===== config.mk =====
export PLATFORM = sky130hd
export DESIGN_NAME = multicycle_control
export DESIGN_NICKNAME = d
export VERILOG_FILES = /design/src/rtl/mc_ctrl_pkg.sv /design/src/rtl/mem_wait_counter.sv /design/src/rtl/multicycle_control.sv
export SDC_FILE = /design/constraint.sdc
export NUM_CORES = 1
export LEC_CHECK = 0
export CORE_MARGIN = 2
export CORE_UTILIZATION = 50
export CTS_CLUSTER_SIZE = 14
export DETAILED_ROUTE_END_ITERATION = 10
export GPL_ROUTABILITY_DRIVEN = 0
export PLACE_DENSITY_LB_ADDON = 0.2
export SETUP_SLACK_MARGIN = 0.2
export SLEW_MARGIN = 20
export SYNTH_ARGS = -nofsm -noshare
export SYNTH_HDL_FRONTEND = slang
export SYNTH_SLANG_ARGS = --single-unit

===== constraint.sdc =====
create_clock -name clk -period 2.3 [get_ports clk]
set_clock_uncertainty 0.15 [all_clocks]
set_input_delay 0.46 -clock clk [delete_from_list [all_inputs] [get_ports clk]]
set_output_delay 0.46 -clock clk [all_outputs]
set_load 0.02 [all_outputs]

===== src/rtl/mc_ctrl_pkg.sv =====
// Shared encodings for the multicycle core controller: opcodes, FSM states,
// datapath select codes and the state-to-strobe decode.
package mc_ctrl_pkg;

   localparam logic [5:0] OP_RTYPE = 6'b000000;
   localparam logic [5:0] OP_LW    = 6'b100011;
   localparam logic [5:0] OP_SW    = 6'b101011;
   localparam logic [5:0] OP_BEQ   = 6'b000100;
   localparam logic [5:0] OP_J     = 6'b000010;
   localparam logic [5:0] OP_ADDI  = 6'b001000;
   localparam logic [5:0] OP_HALT  = 6'b111111;

   typedef enum logic [3:0] {
      S_FETCH     = 4'd0,
      S_DECODE    = 4'd1,
      S_MEM_ADDR  = 4'd2,
      S_MEM_READ  = 4'd3,
      S_MEM_WB    = 4'd4,
      S_MEM_WRITE = 4'd5,
      S_EXEC_R    = 4'd6,
      S_R_WB      = 4'd7,
      S_EXEC_I    = 4'd8,
      S_I_WB      = 4'd9,
      S_BRANCH    = 4'd10,
      S_JUMP      = 4'd11,
      S_HALT      = 4'd12
   } state_t;

   localparam logic [1:0] ALU_ADD   = 2'b00;
   localparam logic [1:0] ALU_SUB   = 2'b01;
   localparam logic [1:0] ALU_FUNCT = 2'b10;

   localparam logic [2:0] SRCB_B      = 3'b000;
   localparam logic [2:0] SRCB_FOUR   = 3'b001;
   localparam logic [2:0] SRCB_IMM    = 3'b010;
   localparam logic [2:0] SRCB_IMM_SH = 3'b011;

   localparam logic [1:0] PCSRC_ALU    = 2'b00;
   localparam logic [1:0] PCSRC_BRANCH = 2'b01;
   localparam logic [1:0] PCSRC_JUMP   = 2'b10;

   typedef struct packed {
      logic       pc_write_cond;
      logic       pc_write;
      logic       i_or_d;
      logic       mem_read;
      logic       mem_write;
      logic       mem_to_reg;
      logic       ir_write;
      logic       alu_src_a;
      logic       reg_write;
      logic       reg_dst;
      logic [1:0] pc_source;
      logic [1:0] alu_op;
      logic [2:0] alu_src_b;
   } ctrl_t;

   // last = final cycle of a wait-stretched state
   function automatic ctrl_t mc_decode(input state_t st, input logic last);
      ctrl_t c;
      c = '0;
      case (st)
         S_FETCH: begin
            c.mem_read = 1'b1;
            if (last) begin
               c.ir_write  = 1'b1;
               c.pc_write  = 1'b1;
               c.alu_src_b = SRCB_FOUR;
               c.alu_op    = ALU_ADD;
               c.pc_source = PCSRC_ALU;
            end
         end
         S_DECODE: c.alu_src_b = SRCB_IMM_SH;
         S_MEM_ADDR: begin
            c.alu_src_a = 1'b1;
            c.alu_src_b = SRCB_IMM;
         end
         S_MEM_READ: begin
            c.mem_read = 1'b1;
            c.i_or_d   = 1'b1;
         end
         S_MEM_WB: begin
            c.reg_write  = 1'b1;
            c.mem_to_reg = 1'b1;
         end
         S_MEM_WRITE: begin
            c.mem_write = 1'b1;
            c.i_or_d    = 1'b1;
         end
         S_EXEC_R, S_R_WB: begin
            c.alu_src_a = 1'b1;
            c.alu_src_b = SRCB_B;
            c.alu_op    = ALU_FUNCT;
            c.reg_write = (st == S_R_WB);
            c.reg_dst   = (st == S_R_WB);
         end
         S_EXEC_I, S_I_WB: begin
            c.alu_src_a = 1'b1;
            c.alu_src_b = SRCB_IMM;
            c.reg_write = (st == S_I_WB);
         end
         S_BRANCH: begin
            c.alu_src_a     = 1'b1;
            c.alu_src_b     = SRCB_B;
            c.alu_op        = ALU_SUB;
            c.pc_write_cond = 1'b1;
            c.pc_source     = PCSRC_BRANCH;
         end
         S_JUMP: begin
            c.pc_write  = 1'b1;
            c.pc_source = PCSRC_JUMP;
         end
         default: c = '0;
      endcase
      return c;
   endfunction

endpackage


===== src/rtl/mem_wait_counter.sv =====
// Wait-state counter: clears on state entry, counts up to MEM_LAT and holds;
// done flags the last cycle, done_nxt is the same flag one edge early.
module mem_wait_counter #(
   parameter int MEM_LAT = 1
) (
   input  logic clk,
   input  logic reset,
   input  logic clear,
   input  logic count_en,
   output logic done,
   output logic done_nxt
);

   localparam int CW = (MEM_LAT < 1) ? 1 : $clog2(MEM_LAT + 1);
   localparam logic [CW-1:0] TC = CW'(MEM_LAT);

   logic [CW-1:0] cnt;
   logic [CW-1:0] cnt_nxt;

   always_comb begin
      cnt_nxt = cnt;
      if (clear)
         cnt_nxt = '0;
      else if (count_en && (cnt != TC))
         cnt_nxt = cnt + CW'(1);
   end

   always_ff @(posedge clk or negedge reset) begin
      if (!reset)
         cnt <= '0;
      else
         cnt <= cnt_nxt;
   end

   assign done     = (cnt == TC);
   assign done_nxt = (cnt_nxt == TC);

endmodule


===== src/rtl/multicycle_control.sv =====
// Main control FSM of the multicycle MIPS-subset core; strobes are registered
// from the next state so they are glitch-free and forced low by reset.
//
// state       | meaning
// FETCH       | read instruction, MEM_LAT+1 cycles, last one loads IR / PC+4
// DECODE      | register read, branch target precompute, opCode dispatch
// MEM_ADDR    | base + offset for lw/sw
// MEM_READ    | data read, MEM_LAT+1 cycles
// MEM_WB      | load result to rt
// MEM_WRITE   | store word
// EXEC_R      | R-type ALU op
// R_WB        | ALU result to rd
// EXEC_I      | addi ALU op
// I_WB        | ALU result to rt
// BRANCH      | beq compare and conditional PC update
// JUMP        | PC <- jump target
// HALT        | stopped until reset
module multicycle_control
   import mc_ctrl_pkg::*;
#(
   parameter int MEM_LAT = 1,
   parameter int CNT_W   = 32
) (
   input  logic             clk,
   input  logic             reset,
   input  logic [5:0]       opCode,
   output logic             PCWriteCond,
   output logic             PCWrite,
   output logic             IorD,
   output logic             MemRead,
   output logic             MemWrite,
   output logic             MemtoReg,
   output logic             IRWrite,
   output logic             ALUSrcA,
   output logic             RegWrite,
   output logic             RegDst,
   output logic [1:0]       PCSource,
   output logic [1:0]       ALUOp,
   output logic [2:0]       ALUSrcB,
   output logic             halted,
   output logic             illegal_op,
   output logic [CNT_W-1:0] instr_count,
   output logic [3:0]       state_dbg
);

   state_t state;
   state_t state_nxt;
   ctrl_t  ctrl_q;
   logic   run;
   logic   mem_is_lw;
   logic   op_bad;
   logic   wait_clear;
   logic   wait_en;
   logic   wait_done;
   logic   wait_done_nxt;

   mem_wait_counter #(.MEM_LAT(MEM_LAT)) u_wait (
      .clk      (clk),
      .reset    (reset),
      .clear    (wait_clear),
      .count_en (wait_en),
      .done     (wait_done),
      .done_nxt (wait_done_nxt)
   );

   always_comb begin
      state_nxt = state;
      op_bad    = 1'b0;
      case (state)
         S_FETCH:    if (wait_done) state_nxt = S_DECODE;
         S_DECODE: begin
            case (opCode)
               OP_LW, OP_SW: state_nxt = S_MEM_ADDR;
               OP_RTYPE:     state_nxt = S_EXEC_R;
               OP_ADDI:      state_nxt = S_EXEC_I;
               OP_BEQ:       state_nxt = S_BRANCH;
               OP_J:         state_nxt = S_JUMP;
               OP_HALT:      state_nxt = S_HALT;
               default: begin
                  state_nxt = S_HALT;
                  op_bad    = 1'b1;
               end
            endcase
         end
         S_MEM_ADDR: state_nxt = mem_is_lw ? S_MEM_READ : S_MEM_WRITE;
         S_MEM_READ: if (wait_done) state_nxt = S_MEM_WB;
         S_EXEC_R:   state_nxt = S_R_WB;
         S_EXEC_I:   state_nxt = S_I_WB;
         S_HALT:     state_nxt = S_HALT;
         default:    state_nxt = S_FETCH;
      endcase
      // the cycle after reset release only arms the FSM
      if (!run)
         state_nxt = state;
   end

   assign wait_clear = !run || (state_nxt != state);
   assign wait_en    = run && ((state == S_FETCH) || (state == S_MEM_READ));

   always_ff @(posedge clk or negedge reset) begin
      if (!reset) begin
         run         <= 1'b0;
         state       <= S_FETCH;
         mem_is_lw   <= 1'b0;
         ctrl_q      <= '0;
         halted      <= 1'b0;
         illegal_op  <= 1'b0;
         instr_count <= '0;
      end else begin
         run    <= 1'b1;
         state  <= state_nxt;
         ctrl_q <= mc_decode(state_nxt, wait_done_nxt);
         halted <= (state_nxt == S_HALT);
         if (state == S_DECODE) begin
            mem_is_lw <= (opCode == OP_LW);
            if (op_bad)
               illegal_op <= 1'b1;
         end
         if ((state == S_FETCH) && wait_done)
            instr_count <= instr_count + CNT_W'(1);
      end
   end

   assign PCWriteCond = ctrl_q.pc_write_cond;
   assign PCWrite     = ctrl_q.pc_write;
   assign IorD        = ctrl_q.i_or_d;
   assign MemRead     = ctrl_q.mem_read;
   assign MemWrite    = ctrl_q.mem_write;
   assign MemtoReg    = ctrl_q.mem_to_reg;
   assign IRWrite     = ctrl_q.ir_write;
   assign ALUSrcA     = ctrl_q.alu_src_a;
   assign RegWrite    = ctrl_q.reg_write;
   assign RegDst      = ctrl_q.reg_dst;
   assign PCSource    = ctrl_q.pc_source;
   assign ALUOp       = ctrl_q.alu_op;
   assign ALUSrcB     = ctrl_q.alu_src_b;
   assign state_dbg   = state;

endmodule


==> results.tsv, run 1 <==
stage	metric	value	unit
logic_synthesis	dominant cell type by area after synthesis	dfrtp_1	
sta	max-slew violations	0	
logic_synthesis	Post-synth ARST share	1.00	
logic_synthesis	top post-synthesis cells by count	dfrtp_1, xnor2_1, nand2_1, nor2_1, nand3_1	
cts	Clock Sinks	56	
floorplanning	number of placement rows	27	
logic_synthesis	area of the mapped netlist	2770	um2
drt	WL per Instance	15.0	um
cts	Bufs on Longest Clock Path	2	
drt	drt drc	0	
power	Comb pwr share	0.453	
logic_synthesis	EDFF count, synth	0	
floorplanning	chip height	78.5	um
logic_synthesis	Synth Instances	259	
cts	TritonCTS Buffers	5	
logic_synthesis	Syn Area/Cell	10.7	um2
drt	ANT nets after route	0	
power	Cell Int Power	2.32	mW
critical_path	Worst Path Arrival	2250	ps
drt	DR pass1 iterations	4	
grt	met2 global-route usage	0.376	
floorplanning	Die W	78.5	um
critical_path	startpoint types	flop	
floorplanning	Ports	63	
power	power density over cell area	896	nW/um2
critical_path	worst path required time	2390	ps
layout	fin nets	367	
run	Max Cap Violations	0	
drt	Via density	5.34	
sta	Final min period	2160	ps
sta	final worst slack	139	ps
grt	GRT overflow	0	
logic_synthesis	sequential-to-total area share from yosys stat	0.505	
logic_synthesis	ys flop type	dfrtp_1	
floorplanning	Starting Density	0.510	
placement	input/output buffers	61	
cts	TritonCTS clock tree	done	
layout	share of cells above drive strength 1	0.262	
logic_synthesis	Synth area leaders	dfrtp_1, xnor2_1, nand2_1, nand3_1, nor2_1	
power	Tot Pwr	3.63	mW
power	Sw Share	0.360	
critical_path	CP max-delay cell	or4b_4	
logic_synthesis	most frequent cell after synthesis	dfrtp_1	
power	Peak VDD IR	0.566	mV
floorplanning	DIE AREA	6160	um2
drt	Final Routed Wirelength	6.49	mm
power	Net Sw Power	1.31	mW
sta	Final TNS setup	0	ps
critical_path	Buffers & Inverters on Critical Path	2	
layout	fill cell count	402	
critical_path	cell family with most CP delay	simple AND/OR/NAND/NOR gates	
layout	Util after Layout	0.745	
critical_path	Crit Path Class	reg -> reg	
grt	Most Used Layer, Global Route	met2	
logic_synthesis	syn_nets	268	
grt	Total GRT Usage	0.218	
floorplanning	Core Area	5440	um2
sta	Final Cycle Share	0.940	
logic_synthesis	Netlist cell types	61	
power	Seq pwr share	0.332	
grt	initial antenna violation count	0	
sta	final setup violation count	0	
placement	dpl hpwl	4.44	mm
grt	met1 Track Usage GR	0.273	
grt	met3 Use GR	0.0402	
logic_synthesis	register bit count reported by yosys	56	
layout	design area	4050	um2
logic_synthesis	Yosys top cell area share	0.505	
grt	first-pass GRT wire length	10.6	mm
critical_path	Worst path max stage delay	600	ps
cts	Worst-path clk slew	110	ps
cts	clock latency on the worst-skew pair	310	ps
power	leakage	1.80	nW
cts	root buf cell	clkbuf_8	
logic_synthesis	Ys Warns	0	
grt	vias in the first global route	2312	
sta	max frequency	463	MHz
critical_path	CP endpoint kind	flop	
min_path	worst hold path class	reg -> reg	
placement	Area after DPL	3630	um2
cts	H-Tree Depth	2	
drt	via count	2302	
placement	Setup Slack @ Placement	-366	ps
sta	unrepaired setup endpoints after global routing	yes	
outcome	outcome	completed	
layout	area delta synth->final	46.2	%
layout	n_diodes	0	
drt	1st-iter DRT viols	127	
grt	largest net degree at the start of global routing	49	
critical_path	top fanout value on the critical path	8	
power	clock power share	0.215	
critical_path	critical-path cell list	or4b_4 -> a21oi_4 -> a221oi_2 -> or2_1 -> buf_12 -> clkinv_8 -> nand2_4 -> o221ai_2	
sta	Hold Fails Final Rpt	0	
[through the flow]
stage	std cells	hold WS, ps
floorplan	259	14.4
global placement	409	185
detailed placement	409	187
CTS	426	338
global route	431	361
finish	431	327
[final timing paths]
check | from | to | slack, ps | depth (start not counted)
worst max-delay path | state_dbg[2] | RegWrite | 140 | 8
worst min-delay path | instr_count[31] | instr_count[31] | 330 | 1
worst max register to register | state_dbg[2] | RegWrite | 140 | 8
worst min register to register | instr_count[31] | instr_count[31] | 330 | 1
max in group asynchronous | reset | state_dbg[3] | 1070 | 3
min in group asynchronous | reset | instr_count[7] | 390 | 2
[cell families after synthesis]
| family | Yosys count | share of synthesized area |
|---|---|---|
| xor gates and xnor gates | 33 | 0.104 |
| other | 2 | 0.00271 |
| adders and majority gates | 1 | 0.00451 |
| muxes | 2 | 0.00767 |
| DFF | 56 | 0.505 |
| buffers and inverters | 22 | 0.0456 |
| AOI/OAI and AO/OA | 40 | 0.123 |
| and+or+nand+nor | 103 | 0.207 |
[sequential cells by signal, indices dropped and copies added, names as in the netlist, 2 cells and up]
register	count
PCSource	2
instr_count	32
ALUSrcB	2
state_dbg	4
ALUOp	2
[layer usage]
| metal | share of wire | wire (um) |
|---|---|---|
| met4 | 0.0065 | 42 |
| met2 | 0.53 | 3460 |
| met3 | 0.038 | 244 |
| met5 | 0 | 0 |
| met1 | 0.42 | 2740 |
[power groups by stage]
stage	combinational, mW	clock (mW)	sequential [mW]
after floorplan	0.690	0	1.36
after global placement	1.36	0	1.23
after detailed placement	1.39	0	1.23
after CTS	1.49	0.788	1.20
after global routing	1.76	0.836	1.22
final	1.65	0.780	1.21
[cells in the final DEF (no fill, tap or decap), drive strengths merged, types with 9 or more instances in the layout]
| cell type | n |
|---|---|
| buf | 41 |
| nand2 | 26 |
| clkdlybuf4s50 | 51 |
| nand3 | 16 |
| dfrtp | 56 |
| nor2 | 22 |
| nand4 | 9 |
| inv | 12 |
| xnor2 | 27 |
[area by class of cell]
class | count | area, um2 | share of cell area
inverters | 12 | 60.1 | 0.0148
clock buffers | 5 | 68.8 | 0.0170
flip-flops and latches | 56 | 1410 | 0.347
clock inverters | 3 | 68.8 | 0.0170
well taps | 72 | 90.1 | 0.0222
multi-input cells | 181 | 1390 | 0.344
repair buffers | 102 | 967 | 0.239
[what timing repair did]
| item | in CTS | in global routing |
|---|---|---|
| resized for setup | 21 | 25 |
| setup buffers | 8 | 5 |
| pin swaps | 10 | 15 |
| hold buffers | 1 | 0 |
| hold endpoints to repair | 8 | 0 |
| endpoints found under the setup margin | 33 | 35 |
Power figures use the tool's default switching activity.
==> run 2: changes to the inputs <==
- CTS_BUF_LIST: default -> sky130_fd_sc_hd__clkbuf_16
- GPL_TIMING_DRIVEN: default -> 0
==> run 2 against run 1 <==
  * Clock-buffer cell count is the same
  * Critical path type unchanged
  * Wire length shrank 2.7%
  * Via count shrank 1.1%
==> results.tsv, run 2 (same netlist as run 1, synthesis figures left out) <==
stage	metric	value	unit	change
outcome	outcome	completed		
floorplanning	Die W	78.5	um	unchanged
sta	unrepaired setup endpoints after global routing	yes		
critical_path	CP endpoint kind	flop		
critical_path	Crit Path Class	reg -> reg		
sta	Slew @ Worst Pin	677	ps	
power	Seq pwr share	0.340		+0.008
cts	root buf cell	clkbuf_16		
power	leakage	1.81	nW	+0.12%
cts	TritonCTS Buffers	5		unchanged
run	Max Cap Violations	0		unchanged
layout	share of cells above drive strength 1	0.301		+0.0387
cts	Worst-path clk slew	80	ps	-30 ps
drt	via count	2277		-1.1%
placement	dpl hpwl	3.93	mm	-11%
drt	WL per Instance	14.8	um	-2.0%
power	Tot Pwr	3.58	mW	-1.4%
critical_path	R2R Setup Slk	90	ps	-50 ps
layout	area delta synth->final	47.7	%	
power	Cell Int Power	2.26	mW	-2.8%
power	Net Sw Power	1.32	mW	+1.2%
floorplanning	chip height	78.5	um	unchanged
sta	Hold Fails Final Rpt	0		unchanged
drt	Final Routed Wirelength	6.31	mm	-2.7%
layout	max FFs per register	32		unchanged
placement	Setup Slack @ Placement	-543	ps	-176 ps
placement	input/output buffers	61		unchanged
drt	Via density	5.32		-0.39%
drt	drt drc	0		unchanged
drt	ANT nets after route	0		unchanged
floorplanning	DIE AREA	6160	um2	unchanged
sta	max-slew violations	0		unchanged
layout	Reg with most FFs	instr_count		
cts	Bufs on Longest Clock Path	2		unchanged
layout	fin nets	364		-0.82%
layout	commonest non-fill, non-tap cells in the layout	clkdlybuf4s50_1, dfrtp_1, buf_4, xnor2_1, nand2_1		
layout	n_diodes	0		unchanged
grt	initial antenna violation count	0		unchanged
drt	DR pass1 iterations	4		unchanged
grt	GRT overflow	0		unchanged
critical_path	Worst Path Arrival	2230	ps	-20 ps
sta	Final TNS setup	0	ps	unchanged
sta	max frequency	453	MHz	-2.1%
cts	TritonCTS clock tree	done		
cts	Clock Sinks	56		unchanged
sta	Slew HR	0.549		
grt	Total GRT Usage	0.202		-0.0153
floorplanning	Starting Density	0.510		unchanged
grt	first-pass GRT wire length	9.85	mm	-7.5%
drt	1st-iter DRT viols	130		+2.4%
floorplanning	Ports	63		unchanged
sta	final setup violation count	0		unchanged
power	Sw Share	0.369		+0.00946
sta	Final min period	2210	ps	+45.6 ps
grt	largest net degree at the start of global routing	57		+16%
floorplanning	number of placement rows	27		unchanged
critical_path	worst path required time	2320	ps	-70 ps
layout	design area	4100	um2	+1.0%
critical_path	startpoint types	flop		
layout	leading cell type in the layout, fill and taps excluded	clkdlybuf4s50_1		
cts	clock latency on the worst-skew pair	290	ps	-20 ps
power	Peak VDD IR	0.600	mV	+6.0%
power	Comb pwr share	0.443		-0.010
placement	Area after DPL	3470	um2	-4.3%
power	power density over cell area	874	nW/um2	-2.4%
cts	H-Tree Depth	2		unchanged
floorplanning	Core Area	5440	um2	unchanged
grt	vias in the first global route	2143		-7.3%
sta	final worst slack	93.5	ps	-45.6 ps
cts	hold_buf cts	0		-1
critical_path	top fanout value on the critical path	6		-2
sta	Final Cycle Share	0.959		+0.0198
min_path	worst hold path class	in -> async		
power	clock power share	0.217		+0.002
[run 2: changes by cell type in the layout (fill, tap and decap cells not counted), sizes merged]
cell,delta
buf,-4
clkbuf,+2
dlygate4sd2,-1
clkinvlp,+1
clkinv,+1
dlymetal6s2s,-2
bufinv,-2
dlygate4sd3,-1
clkdlybuf4s50,+3
[run 2: final timing paths]
kind,from,endpoint,depth (start not counted)
min in group clk,instr_count[31],instr_count[31],1
worst min register to register,instr_count[31],instr_count[31],1
worst min-delay path,reset,instr_count[0],1
worst max-delay path,state_dbg[2],instr_count[23],10
max in group asynchronous,reset,state_dbg[2],1
worst max register to register,state_dbg[2],instr_count[23],10
[run 2: metrics by stage]
stage | instances | utilization | hold slack, ps
global route | 428 | 0.753 | 112
floorplan | 259 | - | 14.4
CTS | 416 | 0.710 | 77.4
global placement | 392 | 0.639 | 309
detailed placement | 392 | 0.639 | 315
finish | 428 | 0.753 | 51.6
[run 2: worst max-delay path, stage by stage (launching register included)]
cell and delay (ps):
dfrtp_2 410, buf_6 130, buf_12 130, nor3b_4 240, buf_4 160, nand3_4 70, or2_4 260, nor2_4 170
buf_6 140, nand3_2 70, xnor2_1 140
[run 2: cell type report]
type | instances | area [um2]
clock inverters | 3 | 27.5
plain buffers | 10 | 82.6
multi-input cells | 181 | 1460
inverters | 12 | 60.1
well taps | 72 | 90.1
clock buffers | 5 | 125
repair buffers | 89 | 850
flip-flops and latches | 56 | 1410
fillers | 373 | 1340
[run 2: layer usage]
metal  GRT usage  up-vias  part of all wire
met2       0.347       67              0.54
li1            -     1104                 -
met4      0.0702        0             0.014
met1       0.253     1098              0.41
met5           0        -                 0
met3      0.0448        8             0.038
[run 2: power by group through the flow]
stage | logic [mW] | clock network, mW | registers [mW]
2_1_floorplan | 0.690 | 0 | 1.36
3_3_place_gp | 1.22 | 0 | 1.23
3_5_place_dp | 1.24 | 0 | 1.23
4_1_cts | 1.45 | 0.798 | 1.21
5_1_grt | 1.70 | 0.850 | 1.23
6_report | 1.59 | 0.776 | 1.22
[run 2: repair_timing]
item	4_1_cts	5_1_grt
resized for setup	28	33
setup buffers	16	12
endpoints found under the hold margin	0	0
pin swaps	19	13
setup endpoints to repair	34	34
==> run 3: changes to the inputs <==
- CTS_CLUSTER_SIZE: 14 -> default
- TNS_END_PERCENT: default -> 5
==> run 3 against run 2 <==
  * Worst setup slack got worse by 33 ps
  * Via count decreased by 1.7%
  * Wire length fell by 0.49%
  * Fmax fell by 1.5%
  * Highest routed layer unchanged
  * Register-to-register slack got worse by 30 ps
  * First-iteration DRC count decreased by 26%
  * Critical path type unchanged
  * Largest cell class is now registers
==> results.tsv, run 3 (same netlist as run 1, synthesis figures left out) <==
stage	metric	value	unit	change
outcome	outcome	completed		
drt	drt drc	0		unchanged
drt	Via density	5.38		+1.2%
cts	TritonCTS Buffers	5		unchanged
floorplanning	Core Area	5440	um2	unchanged
drt	WL per Instance	15.1	um	+2.4%
critical_path	path depth of the worst reg2reg path	7		-3
sta	Final Cycle Share	0.974		+0.0142
sta	unrepaired setup endpoints after global routing	yes		
sta	final setup violation count	0		unchanged
cts	Worst-path clk slew	70	ps	about the same
sta	Slew @ Worst Pin	697	ps	+19.5 ps
power	leakage	1.69	nW	-6.2%
cts	Clock Sinks	56		unchanged
layout	design area	3880	um2	-5.1%
floorplanning	Starting Density	0.510		unchanged
cts	root buf cell	clkbuf_16		
layout	commonest non-fill, non-tap cells in the layout	dfrtp_1, clkdlybuf4s50_1, xnor2_1, nand2_1, buf_4		
layout	n_diodes	0		unchanged
floorplanning	Ports	63		unchanged
sta	Final min period	2240	ps	+32.8 ps
critical_path	Worst Path Arrival	2300	ps	+70 ps
grt	vias in the first global route	2166		+1.1%
power	power density over cell area	932	nW/um2	+6.7%
critical_path	Crit Path Class	reg -> reg		
grt	Total GRT Usage	0.211		+0.00844
floorplanning	chip height	78.5	um	unchanged
placement	Area after DPL	3470	um2	about the same
grt	first-pass GRT wire length	10.3	mm	+4.6%
critical_path	worst reg2reg startpoint	state_dbg[1]		
critical_path	CP endpoint kind	flop		
drt	ANT nets after route	0		unchanged
cts	Bufs on Longest Clock Path	2		unchanged
layout	Reg with most FFs	instr_count		
layout	fill cell count	406		+8.8%
sta	Hold Fails Final Rpt	0		unchanged
layout	share of cells above drive strength 1	0.212		-0.0884
grt	initial antenna violation count	0		unchanged
layout	Util after Layout	0.714		-0.0386
critical_path	top fanout value on the critical path	10		+4
drt	1st-iter DRT viols	96		-26%
placement	input/output buffers	61		unchanged
cts	TritonCTS clock tree	done		
critical_path	Reg2Reg Capture Point	ALUSrcA		
sta	final worst slack	60.7	ps	-32.8 ps
power	Peak VDD IR	0.676	mV	+13%
floorplanning	number of placement rows	27		unchanged
floorplanning	Die W	78.5	um	unchanged
critical_path	R2R Setup Slk	60	ps	-30 ps
drt	Final Routed Wirelength	6.28	mm	-0.49%
sta	max frequency	447	MHz	-1.5%
min_path	worst hold path class	in -> async		
placement	Setup Slack @ Placement	-585	ps	-42.3 ps
sta	Slew HR	0.536		-0.0130
grt	GRT overflow	0		unchanged
floorplanning	DIE AREA	6160	um2	unchanged
run	Max Cap Violations	0		unchanged
layout	area delta synth->final	40.1	%	
grt	largest net degree at the start of global routing	57		unchanged
placement	dpl hpwl	4.21	mm	+7.0%
cts	clock latency on the worst-skew pair	290	ps	about the same
drt	via count	2239		-1.7%
critical_path	worst path required time	2360	ps	+40 ps
critical_path	startpoint types	flop		
sta	Hold Slack	74.1	ps	+22.5 ps
layout	max FFs per register	32		unchanged
layout	fin nets	352		-3.3%
cts	H-Tree Depth	2		unchanged
sta	max-slew violations	0		unchanged
drt	DR pass1 iterations	4		unchanged
## run 3: layout make-up
cell class              instances  area (um2)  area share
flip-flops and latches         56        1400       0.361
plain buffers                  10        78.8      0.0203
clock buffers                   5         125      0.0322
repair buffers                 77         732       0.188
well taps                      72        90.1      0.0232
inverters                      12        60.1      0.0155
clock inverters                 3        42.5      0.0110
multi-input cells             181        1350       0.348
## run 3: report_power, final
group / internal [mW] / total, mW / switching (mW)
registers: 1.11 / 1.22 / 0.108
logic: 0.710 / 1.55 / 0.838
clock network: 0.514 / 0.855 / 0.341
total: 2.34 / 3.62 / 1.29
## run 3: repair_timing
item                                    in CTS  in global routing
hold buffers                                 0                  0
endpoints found under the setup margin      33                 38
endpoints found under the hold margin        0                  0
gates cloned                                 0                  0
resized for setup                           16                 19
pin swaps                                    6                 12
setup buffers                                9                  7
## run 3: layer usage
layer  routed length, um  part of all wire  vias up  track usage
met5                   0                 0        -            0
met4                  27            0.0043        0       0.0561
li1                    -                 -     1076            -
met3                 226             0.036        2       0.0414
met2                3340              0.53       58        0.363
met1                2690              0.43     1103        0.273
## run 3: how the worst max path moves through the flow
stage                      start           end  slack (ps)  depth (start not counted)
floorplan           state_dbg[2]          IorD         140                          9
global placement           reset  state_dbg[2]       -1260                          1
detailed placement     opCode[1]      RegWrite        -580                          7
CTS                 state_dbg[2]      RegWrite          80                          9
global route        state_dbg[1]       ALUSrcA         -30                          7
finish              state_dbg[1]       ALUSrcA          60                          7
## run 3: through the flow
step	cells	power (mW)	TNS (ps)
3_3_place_gp	392	2.45	-66100
3_5_place_dp	392	2.48	-7830
4_1_cts	409	3.49	0
5_1_grt	416	3.80	-47.5
2_1_floorplan	259	2.05	0
6_report	416	3.62	0
## run 3: critical path, stage by stage (launching register included)
cell	delay (ps)
dfrtp_1	430
clkbuf_4	230
o31ai_2	390
a21oi_2	130
a311oi_4	390
inv_2	130
buf_4	160
a31oi_1	140
